### src/rtl/concat_serializer_if.sv
// concat_serializer_if: handshake bundle for the 3-bit word serializer.
//   in_data/in_valid/in_ready      word input, valid/ready handshake
//   ser_out/ser_valid/ser_ready    serial bit output, valid/ready handshake
//   ser_start/ser_last             framing flags for the first/final bit of a word
//   fifo_count                     words buffered, excluding the word being shifted
// master: the side that supplies words and consumes bits; slave: the serializer.
interface concat_serializer_if #(
  parameter int unsigned DEPTH = 4
);
  localparam int unsigned CW = $clog2(DEPTH) + 1;

  logic [2:0]    in_data;
  logic          in_valid;
  logic          in_ready;
  logic          ser_out;
  logic          ser_valid;
  logic          ser_ready;
  logic          ser_start;
  logic          ser_last;
  logic [CW-1:0] fifo_count;

  modport master (
    output in_data, in_valid, ser_ready,
    input  in_ready, ser_out, ser_valid, ser_start, ser_last, fifo_count
  );

  modport slave (
    input  in_data, in_valid, ser_ready,
    output in_ready, ser_out, ser_valid, ser_start, ser_last, fifo_count
  );
endinterface

### src/rtl/concat_serializer.sv
// concat_serializer: buffers 3-bit words in a small FIFO and emits each word MSB-first
// as a serial stream, optionally followed by an even-parity bit.
//   clk   rising-edge clock
//   rst   synchronous active-high reset
//   bus   concat_serializer_if.slave (word input, serial output, fifo_count)
// DEPTH must be a power of two (>= 2) and match the interface instance's DEPTH.
module concat_serializer #(
  parameter int unsigned DEPTH     = 4,
  parameter bit          PARITY_EN = 1'b1
) (
  input logic                 clk,
  input logic                 rst,
  concat_serializer_if.slave  bus
);

  localparam int unsigned PW = $clog2(DEPTH);
  localparam int unsigned CW = PW + 1;

  typedef enum logic [2:0] {StIdle, StB2, StB1, StB0, StPar} state_e;

  logic [2:0]    mem_q [DEPTH];
  logic [PW-1:0] wr_ptr_q, rd_ptr_q;
  logic [CW-1:0] count_q;

  state_e        state_q;
  logic [1:0]    shift_q;
  logic          parity_q;
  logic          ser_out_q, ser_valid_q, ser_start_q, ser_last_q;

  logic          in_ready;
  logic          push, pop, last_xfer;
  logic [2:0]    head;

  // No bypass: a full FIFO refuses input even when a pop happens in the same cycle.
  assign in_ready  = (count_q < CW'(DEPTH));
  assign push      = bus.in_valid && in_ready;
  assign last_xfer = bus.ser_ready &&
                     ((state_q == StPar) || ((state_q == StB0) && !PARITY_EN));
  assign pop       = (count_q != '0) && ((state_q == StIdle) || last_xfer);
  assign head      = mem_q[rd_ptr_q];

  // Word storage; pointers carry the reset, so the data array needs none.
  always_ff @(posedge clk) begin
    if (push && !rst) begin
      mem_q[wr_ptr_q] <= bus.in_data;
    end
  end

  // Pointers wrap naturally because DEPTH is a power of two.
  always_ff @(posedge clk) begin
    if (rst) begin
      wr_ptr_q <= '0;
      rd_ptr_q <= '0;
      count_q  <= '0;
    end else begin
      if (push) wr_ptr_q <= wr_ptr_q + 1'b1;
      if (pop)  rd_ptr_q <= rd_ptr_q + 1'b1;
      unique case ({push, pop})
        2'b10:   count_q <= count_q + 1'b1;
        2'b01:   count_q <= count_q - 1'b1;
        default: count_q <= count_q;
      endcase
    end
  end

  // Serializer FSM with registered outputs. The advance logic drops to idle on the
  // final bit; a pop in the same cycle then overrides that and starts the next word.
  always_ff @(posedge clk) begin
    if (rst) begin
      state_q     <= StIdle;
      shift_q     <= '0;
      parity_q    <= 1'b0;
      ser_out_q   <= 1'b0;
      ser_valid_q <= 1'b0;
      ser_start_q <= 1'b0;
      ser_last_q  <= 1'b0;
    end else begin
      unique case (state_q)
        StIdle: begin
        end
        StB2: begin
          if (bus.ser_ready) begin
            state_q     <= StB1;
            ser_out_q   <= shift_q[1];
            ser_start_q <= 1'b0;
          end
        end
        StB1: begin
          if (bus.ser_ready) begin
            state_q    <= StB0;
            ser_out_q  <= shift_q[0];
            ser_last_q <= !PARITY_EN;
          end
        end
        StB0: begin
          if (bus.ser_ready) begin
            if (PARITY_EN) begin
              state_q    <= StPar;
              ser_out_q  <= parity_q;
              ser_last_q <= 1'b1;
            end else begin
              state_q     <= StIdle;
              ser_out_q   <= 1'b0;
              ser_valid_q <= 1'b0;
              ser_last_q  <= 1'b0;
            end
          end
        end
        StPar: begin
          if (bus.ser_ready) begin
            state_q     <= StIdle;
            ser_out_q   <= 1'b0;
            ser_valid_q <= 1'b0;
            ser_last_q  <= 1'b0;
          end
        end
        default: begin
          state_q     <= StIdle;
          ser_out_q   <= 1'b0;
          ser_valid_q <= 1'b0;
          ser_start_q <= 1'b0;
          ser_last_q  <= 1'b0;
        end
      endcase

      if (pop) begin
        state_q     <= StB2;
        shift_q     <= head[1:0];
        parity_q    <= ^head;
        ser_out_q   <= head[2];
        ser_valid_q <= 1'b1;
        ser_start_q <= 1'b1;
        ser_last_q  <= 1'b0;
      end
    end
  end

  assign bus.in_ready   = in_ready;
  assign bus.ser_out    = ser_out_q;
  assign bus.ser_valid  = ser_valid_q;
  assign bus.ser_start  = ser_start_q;
  assign bus.ser_last   = ser_last_q;
  assign bus.fifo_count = count_q;

endmodule

### src/flat_wrapper.sv
// flat-port wrapper written by rule: the top's interface ports become plain ports
module concat_serializer_flat 
#(
  parameter int unsigned DEPTH     = 4,
  parameter bit          PARITY_EN = 1'b1
)
  (clk, rst, bus_in_data, bus_in_valid, bus_ser_ready, bus_in_ready, bus_ser_out, bus_ser_valid, bus_ser_start, bus_ser_last, bus_fifo_count);
  concat_serializer_if #(.DEPTH(DEPTH)) bus_i ();
  input logic clk;
  input logic rst;
  input wire logic [$bits(bus_i.in_data)-1:0] bus_in_data;
  input wire logic [$bits(bus_i.in_valid)-1:0] bus_in_valid;
  input wire logic [$bits(bus_i.ser_ready)-1:0] bus_ser_ready;
  output wire logic [$bits(bus_i.in_ready)-1:0] bus_in_ready;
  output wire logic [$bits(bus_i.ser_out)-1:0] bus_ser_out;
  output wire logic [$bits(bus_i.ser_valid)-1:0] bus_ser_valid;
  output wire logic [$bits(bus_i.ser_start)-1:0] bus_ser_start;
  output wire logic [$bits(bus_i.ser_last)-1:0] bus_ser_last;
  output wire logic [$bits(bus_i.fifo_count)-1:0] bus_fifo_count;
  assign bus_i.in_data = bus_in_data;
  assign bus_i.in_valid = bus_in_valid;
  assign bus_i.ser_ready = bus_ser_ready;
  assign bus_in_ready = bus_i.in_ready;
  assign bus_ser_out = bus_i.ser_out;
  assign bus_ser_valid = bus_i.ser_valid;
  assign bus_ser_start = bus_i.ser_start;
  assign bus_ser_last = bus_i.ser_last;
  assign bus_fifo_count = bus_i.fifo_count;
  concat_serializer #(.DEPTH(DEPTH), .PARITY_EN(PARITY_EN)) u_core (.clk(clk), .rst(rst), .bus(bus_i));
endmodule
### config.mk
export PLATFORM = sky130hd
export DESIGN_NAME = concat_serializer_flat
export DESIGN_NICKNAME = d
export VERILOG_FILES = /design/src/rtl/concat_serializer_if.sv /design/src/rtl/concat_serializer.sv /design/src/flat_wrapper.sv
export SDC_FILE = /design/constraint.sdc
export NUM_CORES = 1
export LEC_CHECK = 0
export CAP_MARGIN = 5
export CORE_MARGIN = 5
export CORE_UTILIZATION = 47
export CTS_CLUSTER_SIZE = 25
export DETAILED_ROUTE_END_ITERATION = 8
export PLACE_DENSITY = 0.68
export SYNTH_ARGS = -nofsm -noshare
export SYNTH_HDL_FRONTEND = slang
export SYNTH_SLANG_ARGS = --single-unit
### constraint.sdc
create_clock -name clk -period 6.35 [get_ports clk]
set_clock_uncertainty 0.1 [all_clocks]
set_input_delay 1.5875 -clock clk [delete_from_list [all_inputs] [get_ports clk]]
set_output_delay 1.5875 -clock clk [all_outputs]
set_load 0.005 [all_outputs]
==> metrics.log <==
INFO  metric number_of_buffers_added_for_setup_after_cts = 0
INFO  metric antenna_found_initial = 0
INFO  metric ys_ff_latch = 31
INFO  metric cts-buffers-inserted = 5
INFO  metric htree_levels = 2
INFO  metric vdd_ir_drop_max = 205 uV
INFO  metric crit_fanout = 10
INFO  metric port-buffer-count = 14
INFO  metric postCtsResizedCells = 0
INFO  metric worst_setup_path_startpoint = bus_ser_ready
INFO  metric dr_total_vias = approximately 900
INFO  metric total_power_divided_by_cell_area = between 300 and 400 nW/um2
INFO  metric grt_setup_unrepaired = false
INFO  metric r2r-end = u_core.bus.fifo_count[2]$_SDFFE_PP0P_
INFO  metric worst_slew_margin_rel = 54.4%
INFO  metric first_global_vias = between 800 and 900
INFO  metric setup_viol_count_final = 0
INFO  metric postSynthNetCount = 142
INFO  metric numPlacedInstances = roughly 170
INFO  metric cellLeakagePower = 0.000571 uW
INFO  metric finalWirelength = 2.25 mm
INFO  metric netlist_area = 1420 um2
INFO  metric path_class = in2reg
INFO  metric drv_slew = 0
INFO  metric max-cap-violations = 0
INFO  metric tritoncts = built
INFO  metric gp_congestion = 0.753
INFO  metric timing.hold.worst.start = u_core.shift_q[1]$_SDFFE_PP0P_
INFO  metric synth_cell_type_count = 37
INFO  metric finalHoldViolCount = 0
INFO  metric reg2reg_depth = 9
INFO  metric final_critical_path_setup_slack = 2.37 ns
INFO  metric required_time_of_the_critical_path = 6.51 ns
INFO  metric synth.avg_cell_area = 11.0 um2
INFO  metric die_area = between 4000 and 5000 um2
INFO  metric routed_via_density = 5.21
INFO  metric layout_net_count = 156
INFO  metric synth-warning-count = 0
INFO  metric largest_area_contributor_in_the_synthesized_netlist = dfxtp_1
INFO  metric clk_pin_slew = 0.09 ns
INFO  metric cts_hold_buffers = 0
INFO  metric global_route_wire_length_before_repair = 3.95 mm
INFO  metric timing_worst_slew_pin_value = around 0.68 ns
INFO  metric wire_per_inst = 12.7 um
INFO  metric reg2reg_setup_slack = 3.73 ns
INFO  metric fraction_of_final_layout_cells_with_drive_strength_greater_than_1 = 12.5%
INFO  metric whs_path_depth = 2
INFO  metric finalNonFillerCells = between 150 and 200
INFO  metric floorplan.die.height = roughly 65 um
INFO  metric n_fill_cell = 266
INFO  metric cell_area_after_placement = around 1600 um2
INFO  metric globalRoute.totalOverflow = 0
INFO  metric rr_startpoint = u_core.bus.fifo_count[2]$_SDFFE_PP0P_
INFO  metric antenna_cells = 0
INFO  metric post_synth_inst_count = between 100 and 150
INFO  metric remaining_drc_errors = 0
INFO  metric cts_sinks = 31
INFO  metric core_area = 2980 um2
INFO  metric num_io_pins = 15
INFO  metric grt_start_max_net_pins = 20
INFO  metric drt-pass1-iter-count = 5
INFO  metric placementRows = 20
INFO  metric outcome = finished, final reports clean
INFO  metric yosys-top-cells-area = dfxtp_1, edfxtp_1, mux4_2, ha_1, a21oi_1
INFO  metric hp_class = reg2reg
INFO  metric period_share = 62.7%
INFO  metric synth_top_cell_area_share = 26.8%
INFO  metric synthToLayoutAreaGrowth = 13.7%
INFO  metric setup_tns = 0 ns
INFO  metric dp.final_hpwl = 1.68 mm
INFO  metric design_power_total = 621 uW
INFO  metric max_freq = between 200 and 300 MHz
INFO  metric grt_util_all_layers = 12.8%
INFO  metric critPathLaunchType = input pin
INFO  metric critical_path_arrival = 4.14 ns
INFO  metric worst_hold_path.endpoint = u_core.shift_q[1]$_SDFFE_PP0P_
INFO  metric dp_slack = 2.02 ns
INFO  metric initial_utilization = 47.6%
INFO  metric cts_max_path_buffers = 2
INFO  metric cts_root_buffer = clkbuf_4
INFO  metric layout_min_cycle_time = approximately 4 ns
INFO  metric antenna_left = 0
INFO  metric layout.cell_area.non_filler = 1610 um2
INFO  metric crit_path_end_kind = flop
INFO  metric drt_iter0_markers = 63
INFO  metric sequential_fraction_of_the_synthesis_area = 52.3%
INFO  metric clkLatencyLatePin = between 0.3 and 0.4 ns
INFO  metric die_width = 64.9 um
## critical path: stages
cell             delay (ns)
clkdlybuf4s50_1        0.66
nor2b_4                0.07
or4_4                  0.49
clkinv_8               0.10
ha_1                   0.19
inv_1                  0.07
fa_1                   0.38
xor2_1                 0.16
or3_1                  0.31
a21oi_1                0.13
## stage by stage
| stage | util, % | hold slack, ns |
|---|---|---|
| 6_report | 54.1 | 0.369 |
| 4_1_cts | 54.1 | 0.372 |
| 5_1_grt | 54.1 | 0.400 |
| 2_1_floorplan | - | 0.328 |
| 3_3_place_gp | 52.1 | 0.354 |
| 3_5_place_dp | 52.1 | 0.357 |
## Yosys cell counts, drive strengths merged
| library cell | number |
|---|---|
| clkbuf | 1 |
| nand2b | 1 |
| a21oi | 12 |
| mux2i | 1 |
| nand4b | 1 |
| inv | 7 |
| nand2 | 12 |
| buf | 6 |
| nor3 | 3 |
| ha | 5 |
| and2 | 5 |
| o22ai | 1 |
| edfxtp | 12 |
| or3 | 1 |
| mux4 | 3 |
| fa | 1 |
| a221oi | 1 |
| or4 | 1 |
| dfxtp | 19 |
| mux2 | 1 |
| xor2 | 4 |
| nor2b | 2 |
| nand3b | 1 |
| nor2 | 15 |
| or2b | 1 |
| a211oi | 1 |
| and2b | 1 |
| o21ai | 4 |
| o21a | 1 |
| clkinv | 1 |
| xnor2 | 4 |
## kinds of logic (layout without fill, tap and decap cells)
| group | Yosys count | after routing | synth area share, % |
|---|---|---|---|
| XOR/XNOR | 8 | 8 | 4.94 |
| AND/OR/NAND/NOR | 44 | 44 | 16.2 |
| buffers and inverters | 15 | 30 | 6.36 |
| adder cells (fa/ha/maj) | 6 | 6 | 5.83 |
| flip-flops | 31 | 31 | 52.3 |
| AO/OA/AOI/OAI | 20 | 20 | 8.21 |
| multiplexers | 5 | 5 | 6.27 |
## how the worst max path moves through the flow
stage	cells past startpoint	end	slack, ns
2_1_floorplan	11	u_core.bus.fifo_count[2]$_SDFFE_PP0P_	2.69
3_3_place_gp	10	u_core.bus.fifo_count[2]$_SDFFE_PP0P_	2.11
3_5_place_dp	10	u_core.bus.fifo_count[2]$_SDFFE_PP0P_	2.02
4_1_cts	10	u_core.bus.fifo_count[2]$_SDFFE_PP0P_	2.40
5_1_grt	10	u_core.bus.fifo_count[2]$_SDFFE_PP0P_	2.27
6_report	10	u_core.bus.fifo_count[2]$_SDFFE_PP0P_	2.37
## layout make-up
| class | instances | area, um2 | share of cell area, % |
|---|---|---|---|
| flip-flops and latches | 31 | 741 | 46.0 |
| multi-input cells | 83 | 587 | 36.4 |
| repair buffers | 14 | 140 | 8.70 |
| clock buffers | 7 | 55.1 | 3.42 |
| inverters | 8 | 42.5 | 2.64 |
| well taps | 33 | 41.3 | 2.56 |
| clock inverters | 1 | 5.00 | 0.311 |
## power breakdown
part | total, uW | switching [uW] | internal (uW)
clock network | 118 | 64.6 | 53.5
registers | 281 | 35.8 | 245
logic | 222 | 109 | 113
total | 621 | 209 | 411
## sequential cells by signal (all words and copies together), names as in the netlist, 2 cells and up, named ones only
register	cells
u_core.shift_q	2
u_core.state_q	3
u_core.wr_ptr_q	2
u_core.mem_q	12
u_core.rd_ptr_q	2
u_core.bus.fifo_count	3
## cells in the final DEF (no fill, tap or decap)
| master | n |
|---|---|
| dfxtp_1 | 19 |
| nor2_1 | 14 |
| clkdlybuf4s50_1 | 14 |
| a21oi_1 | 12 |
| edfxtp_1 | 12 |
| nand2_1 | 11 |
| inv_1 | 7 |
| and2_1 | 5 |
| ha_1 | 5 |
| clkbuf_4 | 5 |
| xnor2_1 | 4 |
| xor2_1 | 4 |
| o21ai_0 | 4 |
| nor3_1 | 3 |
| mux4_2 | 3 |
| nor2b_4 | 1 |
| or4_4 | 1 |
| clkinv_8 | 1 |
| nor2b_1 | 1 |
| nand4b_1 | 1 |
| nand2_2 | 1 |
| or2b_1 | 1 |
| or3_1 | 1 |
| o21a_1 | 1 |
| nand2b_1 | 1 |
| o22ai_1 | 1 |
| mux2i_1 | 1 |
| and2b_2 | 1 |
| a211oi_1 | 1 |
| nor2_2 | 1 |
| mux2_2 | 1 |
| nand3b_1 | 1 |
| a221oi_2 | 1 |
| fa_1 | 1 |
| clkbuf_1 | 1 |
| clkinv_2 | 1 |
| clkbuf_8 | 1 |
## per-layer routing
metal  part of all wire (%)  vias up  track usage, %
met5                      0        -               0
met4                    2.3        0            6.33
met3                    3.6        6            5.72
met2                     47       18            18.6
met1                     47      430            15.9
li1                       -      468               -
(Power assumes the default switching activity.)
